`src/rtl/mos_sweep_pkg.sv`:
```
// Shared definitions for the decoder sweep controller: register map, FSM states,
// MISR polynomial and the 66-to-32 bit fold applied to each decoded word.
package mos_sweep_pkg;

  // Byte offsets of the registers inside the 6-word window
  localparam logic [4:0] OfsCtrl   = 5'h00;
  localparam logic [4:0] OfsStatus = 5'h04;
  localparam logic [4:0] OfsRange  = 5'h08;
  localparam logic [4:0] OfsSettle = 5'h0C;
  localparam logic [4:0] OfsSig    = 5'h10;
  localparam logic [4:0] OfsCount  = 5'h14;

  localparam logic [31:0] MISR_POLY = 32'h04C1_1DB7;
  localparam logic [31:0] SigSeed   = 32'hFFFF_FFFF;

  typedef enum logic [1:0] {
    StIdle,
    StLoad,
    StSettle,
    StCapture
  } sweep_state_e;

  // Compress a 66-bit decoder word into 32 bits before it enters the MISR
  function automatic logic [31:0] fold66(input logic [65:0] r);
    return r[31:0] ^ r[63:32] ^ {30'b0, r[65:64]};
  endfunction

endpackage

```
`src/rtl/mos_sig_misr.sv`:
```
// 32-bit multiple-input signature register. seed_i restarts the signature,
// en_i folds one decoder word into it.
module mos_sig_misr
  import mos_sweep_pkg::*;
#(
  parameter logic [31:0] Poly = 32'h04C1_1DB7
) (
  input  logic        clk_i,
  input  logic        rst_i,
  input  logic        seed_i,
  input  logic        en_i,
  input  logic [65:0] data_i,
  output logic [31:0] sig_o
);

  logic [31:0] sig_q, sig_d;

  // Next signature: seed has priority over a capture
  always_comb begin
    sig_d = sig_q;
    if (seed_i) begin
      sig_d = SigSeed;
    end else if (en_i) begin
      sig_d = {sig_q[30:0], 1'b0} ^ (sig_q[31] ? Poly : 32'h0) ^ fold66(data_i);
    end
  end

  // Signature state, synchronous reset to the seed value
  always_ff @(posedge clk_i) begin
    if (rst_i) begin
      sig_q <= SigSeed;
    end else begin
      sig_q <= sig_d;
    end
  end

  assign sig_o = sig_q;

endmodule

```
`src/rtl/mos_decoder_sweep_ctrl.sv`:
```
// Wishbone-programmed opcode sweeper for the 6502 decoder: steps through an
// opcode range, lets each opcode settle, and compresses the decoded words into
// a MISR signature readable over the bus.
module mos_decoder_sweep_ctrl #(
  parameter logic [31:0] BASE_ADDR = 32'h3000_0020,
  parameter int unsigned DEC_W     = 66,
  parameter int unsigned SETTLE_W  = 4,
  parameter logic [31:0] MISR_POLY = mos_sweep_pkg::MISR_POLY
) (
  input  logic             wb_clk_i,
  input  logic             wb_rst_i,
  input  logic             wbs_stb_i,
  input  logic             wbs_cyc_i,
  input  logic             wbs_we_i,
  input  logic [31:0]      wbs_adr_i,
  input  logic [31:0]      wbs_dat_i,
  output logic             wbs_ack_o,
  output logic [31:0]      wbs_dat_o,
  output logic [7:0]       decoder_instruction_o,
  input  logic [DEC_W-1:0] decoder_result_i,
  output logic             sweep_done_o
);

  import mos_sweep_pkg::*;

  sweep_state_e        state_q;
  logic [7:0]          first_q, last_q, op_q;
  logic [SETTLE_W-1:0] settle_q, cnt_q;
  logic [8:0]          count_q;
  logic                done_q, aborted_q;
  // Set once a strobe has been served, so a held strobe gets a single ack
  logic                served_q;

  logic        in_window, bus_access, aligned, wr_access, ctrl_wr;
  logic        start_req, abort_req, launch, do_abort, capture_en, busy;
  logic [4:0]  ofs;
  logic [31:0] rd_data;
  logic [31:0] sig;
  logic        unused_dat;

  assign unused_dat = ^wbs_dat_i[31:16];

  // Bus decode
  assign in_window  = (wbs_adr_i >= BASE_ADDR) && (wbs_adr_i <= BASE_ADDR + 32'h14);
  assign ofs        = wbs_adr_i[4:0] - BASE_ADDR[4:0];
  assign aligned    = (ofs[1:0] == 2'b00);
  assign bus_access = wbs_stb_i & wbs_cyc_i & ~wbs_ack_o & ~served_q & in_window;
  assign wr_access  = bus_access & wbs_we_i & aligned;
  assign ctrl_wr    = wr_access && (ofs == OfsCtrl);
  assign start_req  = ctrl_wr & wbs_dat_i[0];
  assign abort_req  = ctrl_wr & wbs_dat_i[1];

  assign busy       = (state_q != StIdle);
  // Abort beats start when both arrive in one write
  assign launch     = ~busy & start_req & ~abort_req;
  assign do_abort   = busy & abort_req;
  assign capture_en = (state_q == StCapture) & ~do_abort;

  mos_sig_misr #(
    .Poly(MISR_POLY)
  ) u_misr (
    .clk_i (wb_clk_i),
    .rst_i (wb_rst_i),
    .seed_i(launch),
    .en_i  (capture_en),
    .data_i(decoder_result_i),
    .sig_o (sig)
  );

  // Read data mux; misaligned or unmapped offsets read as zero
  always_comb begin
    rd_data = 32'h0;
    if (aligned) begin
      case (ofs)
        OfsStatus: rd_data = {29'b0, aborted_q, done_q, busy};
        OfsRange:  rd_data = {16'b0, last_q, first_q};
        OfsSettle: rd_data = {{(32 - SETTLE_W){1'b0}}, settle_q};
        OfsSig:    rd_data = sig;
        OfsCount:  rd_data = {23'b0, count_q};
        default:   rd_data = 32'h0;
      endcase
    end
  end

  // Bus handshake, register file and sweep FSM
  always_ff @(posedge wb_clk_i) begin
    if (wb_rst_i) begin
      wbs_ack_o             <= 1'b0;
      wbs_dat_o             <= 32'h0;
      served_q              <= 1'b0;
      decoder_instruction_o <= 8'h00;
      sweep_done_o          <= 1'b0;
      first_q               <= 8'h00;
      last_q                <= 8'hFF;
      settle_q              <= '0;
      cnt_q                 <= '0;
      op_q                  <= 8'h00;
      count_q               <= 9'd0;
      done_q                <= 1'b0;
      aborted_q             <= 1'b0;
      state_q               <= StIdle;
    end else begin
      wbs_ack_o    <= bus_access;
      sweep_done_o <= 1'b0;

      if (bus_access) begin
        served_q <= 1'b1;
      end else if (!(wbs_stb_i && wbs_cyc_i)) begin
        served_q <= 1'b0;
      end

      if (bus_access && !wbs_we_i) begin
        wbs_dat_o <= rd_data;
      end

      // Configuration is frozen while a sweep runs
      if (wr_access && !busy) begin
        if (ofs == OfsRange) begin
          first_q <= wbs_dat_i[7:0];
          last_q  <= wbs_dat_i[15:8];
        end
        if (ofs == OfsSettle) begin
          settle_q <= wbs_dat_i[SETTLE_W-1:0];
        end
      end

      if (do_abort) begin
        state_q   <= StIdle;
        aborted_q <= 1'b1;
        done_q    <= 1'b0;
      end else begin
        case (state_q)
          StIdle: begin
            if (launch) begin
              op_q      <= first_q;
              count_q   <= 9'd0;
              done_q    <= 1'b0;
              aborted_q <= 1'b0;
              state_q   <= StLoad;
            end
          end
          StLoad: begin
            decoder_instruction_o <= op_q;
            cnt_q                 <= settle_q;
            state_q               <= StSettle;
          end
          StSettle: begin
            if (cnt_q == '0) begin
              state_q <= StCapture;
            end else begin
              cnt_q <= cnt_q - SETTLE_W'(1);
            end
          end
          StCapture: begin
            count_q <= count_q + 9'd1;
            if (op_q == last_q) begin
              state_q      <= StIdle;
              done_q       <= 1'b1;
              sweep_done_o <= 1'b1;
            end else begin
              op_q    <= op_q + 8'd1;
              state_q <= StLoad;
            end
          end
          default: state_q <= StIdle;
        endcase
      end
    end
  end

endmodule
```
`config.mk`:
```
export PLATFORM = sky130hd
export DESIGN_NAME = mos_decoder_sweep_ctrl
export DESIGN_NICKNAME = d
export VERILOG_FILES = /design/src/rtl/mos_sweep_pkg.sv /design/src/rtl/mos_sig_misr.sv /design/src/rtl/mos_decoder_sweep_ctrl.sv
export SDC_FILE = /design/constraint.sdc
export NUM_CORES = 1
export LEC_CHECK = 0
export ABC_AREA = 1
export CORE_MARGIN = 2
export CORE_UTILIZATION = 52
export DETAILED_ROUTE_END_ITERATION = 7
export PLACE_DENSITY = 0.87
export SLEW_MARGIN = 20
export SYNTH_ARGS = -nofsm -noshare
export SYNTH_HDL_FRONTEND = slang
export SYNTH_SLANG_ARGS = --single-unit
export TNS_END_PERCENT = 50
```
`constraint.sdc`:
```
create_clock -name wb_clk_i -period 5.1 [get_ports wb_clk_i]
set_clock_uncertainty 0.2 [all_clocks]
set_input_delay 1.02 -clock wb_clk_i [delete_from_list [all_inputs] [get_ports wb_clk_i]]
set_output_delay 1.02 -clock wb_clk_i [all_outputs]
set_load 0.01 [all_outputs]
```
# Yosys cells after proc, flatten, opt, wreduce, memory -nomap -nowiden
# Index checks and enable logic that the tools add are counted.
# op_classes
n_addsub	3
magnitude_cmp	2
eq_ne	15
muxes	22
n_bitwise	22
reduce_logical	28
# ops
op	n
case mux 32 bit (5 select lines)	1
bitwise XOR 32 bit	3
greater-or-equal comparator 32 x 30 -> 1 bit, second input constant	1
less-or-equal comparator 32 x 30 -> 1 bit, second input constant	1
2-to-1 mux 32 bit	1
bitwise XOR 32 x 2 -> 32 bit	1
2-to-1 mux 27 bit	1
case mux 9 bit (2 select lines)	1
2-to-1 mux 8 bit	2
case mux 8 bit (2 select lines)	1
bitwise AND 1 bit	12
equality test 5 x 4 -> 1 bit, second input constant	2
equality test 5 bit, second input constant	2
!= test 2 bit, second input constant	5
AND reduction 2 bit	5
nonzero test 2 bit	5
adder 9 x 1 -> 9 bit, second input constant	1
2-to-1 mux 9 bit	1
AND reduction 3 bit	3
adder 8 x 1 -> 8 bit, second input constant	1
equality test 8 bit	1
2-to-1 mux 1 bit	8
case mux 2 bit (4 select lines)	1
case mux 4 bit (2 select lines)	1
other kinds (17)	31
# totals
regBits	120
in_bits	135
out_inout_bits	42

# Logic depth before layout (Yosys ltp)
# logic_depth
word_depth	13
depth_mapped	15

# Hierarchy
# Synthesis repeated with hierarchy kept, for this count alone.
# unflattened
cells_unflattened	912
hier_area_um2	6336.1
# by_module_without_submodules
module	instances	cells_each	area_each_um2	seq_area_each_um2
mos_decoder_sweep_ctrl	1	646	4441.8	1761.7
mos_sig_misr	1	266	1894.3	640.6

# Least setup slack after synthesis
# No wires, ideal clock.
# synth_path
path_kind	input -> register
from	input port wbs_adr_i[4]
to	register u_misr.sig_q[10] (netlist: u_misr.sig_o[10])
setup_ns	0.119
t_arrival_ns	2.316
required_ns	4.781
slack_ns	2.465
cell_stages	13
path_cell_list	buf_2 -> nand2_1 -> nor2_1 -> nand2_1 -> nand2_1 -> nor2_4 -> nand4_1 -> nor2_4 -> nor2_2 -> clkinv_4 -> buf_4 -> a21oi_1 -> o21ai_1
# synth_between
elab_chain_cells	10
word_cells_on_any_way	17
# synth_lines
element	line	text
from (decl)	mos_decoder_sweep_ctrl.sv:15	input logic [31:0] wbs_adr_i,
greater-or-equal comparator 32 x 30 -> 1 bit / less-or-equal comparator 32 x 30 -> 1 bit (equally long branches)	mos_decoder_sweep_ctrl.sv:44	assign in_window = (wbs_adr_i >= BASE_ADDR) && (wbs_adr_i <= BASE_ADDR + 32'h14);
logical AND 1 bit	mos_decoder_sweep_ctrl.sv:44	
bitwise AND 1 bit	mos_decoder_sweep_ctrl.sv:47	assign bus_access = wbs_stb_i & wbs_cyc_i & ~wbs_ack_o & ~served_q & in_window;
bitwise AND 1 bit (2 in series)	mos_decoder_sweep_ctrl.sv:48	assign wr_access = bus_access & wbs_we_i & aligned;
logical AND 1 bit (*)	mos_decoder_sweep_ctrl.sv:49	assign ctrl_wr = wr_access && (ofs == OfsCtrl);
bitwise AND 1 bit, on equally long branches	mos_decoder_sweep_ctrl.sv:50, mos_decoder_sweep_ctrl.sv:51	
bitwise AND 1 bit (tied with other cells)	mos_decoder_sweep_ctrl.sv:55	assign launch = ~busy & start_req & ~abort_req;
bitwise AND 1 bit / NOT 1 bit (equally long branches)	n/a	
OR reduction 2 bit (no source line) / bitwise AND 1 bit (equally long branches)	n/a	
to (signal assigned)	mos_sig_misr.sv:31	sig_q <= SigSeed;
to (signal assigned)	mos_sig_misr.sv:33	sig_q <= sig_d;
to (decl)	mos_sig_misr.sv:16	logic [31:0] sig_q, sig_d;
# Every way passes the cells marked *; elsewhere a longest branch is shown, timed or not.
# A chain may end at the register's enable or synchronous reset.

# Worst setup path after layout
# layout_path
from	input port wbs_adr_i[2]
to	register wbs_dat_o[3]
# layout_between
elab_chain_cells	4
word_cells_on_any_way	12
# layout_lines
element	line	text
greater-or-equal comparator 32 x 30 -> 1 bit / less-or-equal comparator 32 x 30 -> 1 bit (equally long branches)	mos_decoder_sweep_ctrl.sv:44	
logical AND 1 bit	mos_decoder_sweep_ctrl.sv:44	
bitwise AND 1 bit	mos_decoder_sweep_ctrl.sv:47	
logical AND 1 bit	mos_decoder_sweep_ctrl.sv:112	if (bus_access && !wbs_we_i) begin
to (signal assigned)	mos_decoder_sweep_ctrl.sv:113	wbs_dat_o <= rd_data;
to (decl)	mos_decoder_sweep_ctrl.sv:18	output logic [31:0] wbs_dat_o,
# Parallel ways exist; a longest one is shown, timed or not.

==> run metrics <==
RSZ-0062 raised after global routing=no; drt drc=0; Die Width=112 µm; Root Buffer=clkbuf_16; f_max=0.282 GHz; leakage=3.14 nW; Initial Util=0.533; layout cell share with drive strength beyond 1=0.0542; Worst Tran Pin Value=1.07 ns; EDFF count, synth=0; post-synth top area cell=dfxtp_1; row count=39; most frequent cells in the layout=clkdlybuf4s50_1, dfxtp_1, nand2_1; grt ovf=0; CTS tree=built; Slew HR=0.287; number of buffers added on ports=160; top post-synthesis cells by area=dfxtp_1, xnor2_1, a21oi_1; WL final=17200 µm; CP cell instances=clkdlybuf4s50_1 > nor2_1 > nand3_1 > inv_1 > o31ai_1 > inv_1 > a22oi_1 > nor2_1; Clock Tree Buf Depth=2; hold buffer count at CTS=0; async set or reset register ratio after synthesis=0; Final nets=1090; setup tns final=0 ns; fin crit period=3.55 ns; post-cts resize count=0; most common library cell in the layout ignoring fill and taps=clkdlybuf4s50_1; Hold Violations, Final=0; Synth cell types=39; antenna fix cells=0; CP max-delay cell=o31ai_1; global-route usage over all layers=0.272; hpwl dp=11800 µm; CP max FO=31; status=complete, no violations; WP buf/inv=3; total power draw=2.50 mW; period utilization=0.696; Synth Register Bits=120; Vias/cell=5.48; multi-input logic area=3160 µm²; vias in the first global route=5680; CP arrival=3.63 ns; Pwr Density=300 nW/µm²; htree depth=4; post-CTS setup buffer count=0; DR iter-0 viols=639; endpoint type of the worst setup path=register; top_reg_cell synth=dfxtp_1; delay-heaviest family, CP=buffers and inverters; TritonRoute pass-1 iters=5; wire per inst=15.6 µm; Core Region=11400 µm²; top-area cell type share of the netlist area=0.397; clock latency on the worst-skew pair=0.41 ns; Worst Hold Class=register to register; die footprint=12500 µm²; Post-Syn Area=6050 µm²; CTS Sinks=120; Max-Cap Viols=0; Slew Viols, Final=0; CP max stage delay=0.79 ns; vias=6042; Area growth syn-to-layout=37.7%; Ys Warns=0; register area=2400 µm²; gpl congestion=0.905; Worst EP required=5.18 ns; synthesized instance count=805; fill cell count=835; clock-pin transition on the worst setup and hold timing paths=0.06 ns; Die H=112 µm; I/O pin cnt=177; Max VDD drop=0.000366 V; Antenna Violating Nets Remaining=0; Setup Viol. Count Final=0; first-pass GRT wire length=27500 µm; largest net degree at the start of global routing=63; syn_area_per_cell=7.52 µm²; Critical Path Start Type=input port; WS Path Type=input port to register; Post-Syn Nets=947; register area share after synthesis=0.397; cts bufs inserted=17; antenna violations before repair=0
## Yosys cell counts (all sizes together) (5+ instances only)
cell type,instances
dfxtp,120
nand2,112
a21oi,100
nor2,87
o21ai,83
inv,73
xnor2,64
nand3,35
xor2,27
buf,24
a211oi,18
clkbuf,17
nor3,8
ha,7
nand4,5
## kinds of logic (layout without fill, tap and decap cells)
| logic type | Yosys count | in the layout | synth area share |
|---|---|---|---|
| flip-flops | 120 | 120 | 0.397 |
| XOR/XNOR | 91 | 91 | 0.132 |
| AND/OR/NAND/NOR | 249 | 249 | 0.174 |
| AO/OA/AOI/OAI | 222 | 222 | 0.200 |
| adder cells (fa/ha/maj) | 7 | 7 | 0.0145 |
| buffers and inverters | 116 | 271 | 0.0822 |
## report_power, final
part           internal (mW)  switching, mW
registers              0.938       0.000477
logic                  0.115         0.0726
clock network          0.918          0.458
## per-stage QoR
stage	hold WS (ns)	std cells	util	cell area (µm²)	setup WS, ns
final	0.252	1103	0.733	8340	1.55
after global routing	0.270	1103	0.733	8340	1.36
after CTS	0.254	1103	0.733	8340	1.67
after detailed placement	0.243	1072	0.674	7670	1.27
after global placement	0.236	1072	0.674	7670	1.36
after floorplan	0.229	805	-	6050	2.46
## worst paths after layout
kind / start / endpoint / slack (ns) / cells after the start
max: wbs_adr_i[2] / wbs_dat_o[3] / 1.55 / 8
min reg2reg: wbs_dat_o[24] / wbs_dat_o[24] / 0.25 / 2
max reg2reg: state_q[1] / u_misr.sig_o[29] / 2.44 / 6
min: wbs_dat_o[24] / wbs_dat_o[24] / 0.25 / 2
## registers in the layout, indices dropped and copies added, names as in the netlist, 8 cells and up
name / count
count_q: 9
wbs_dat_o: 32
u_misr.sig_o: 32
decoder_instruction_o: 8
first_q: 8
last_q: 8
op_q: 8
## cell type report
type	count	share of cell area
multi-input cells	569	0.379
flip-flops and latches	120	0.288
repair buffers	165	0.197
clock buffers	17	0.0510
inverters	75	0.0344
clock inverters	14	0.0294
well taps	143	0.0215
## worst min-delay path: cells and delay by family (launching register included)
kind | cells | cell delay (ns)
AO/OA/AOI/OAI | 1 | 0.05
flip-flops | 1 | 0.31
buffers and inverters | 1 | 0.05
## routing by layer
layer | share of wire | routed length [µm] | up-vias | GRT usage
met5 | 0 | 0 | - | 0
met4 | 0.038 | 660 | 0 | 0.111
met3 | 0.070 | 1200 | 67 | 0.0637
met2 | 0.49 | 8360 | 275 | 0.455
met1 | 0.41 | 6980 | 2753 | 0.339
li1 | - | - | 2947 | -
Note: power is estimated with default switching activity, not from simulation.
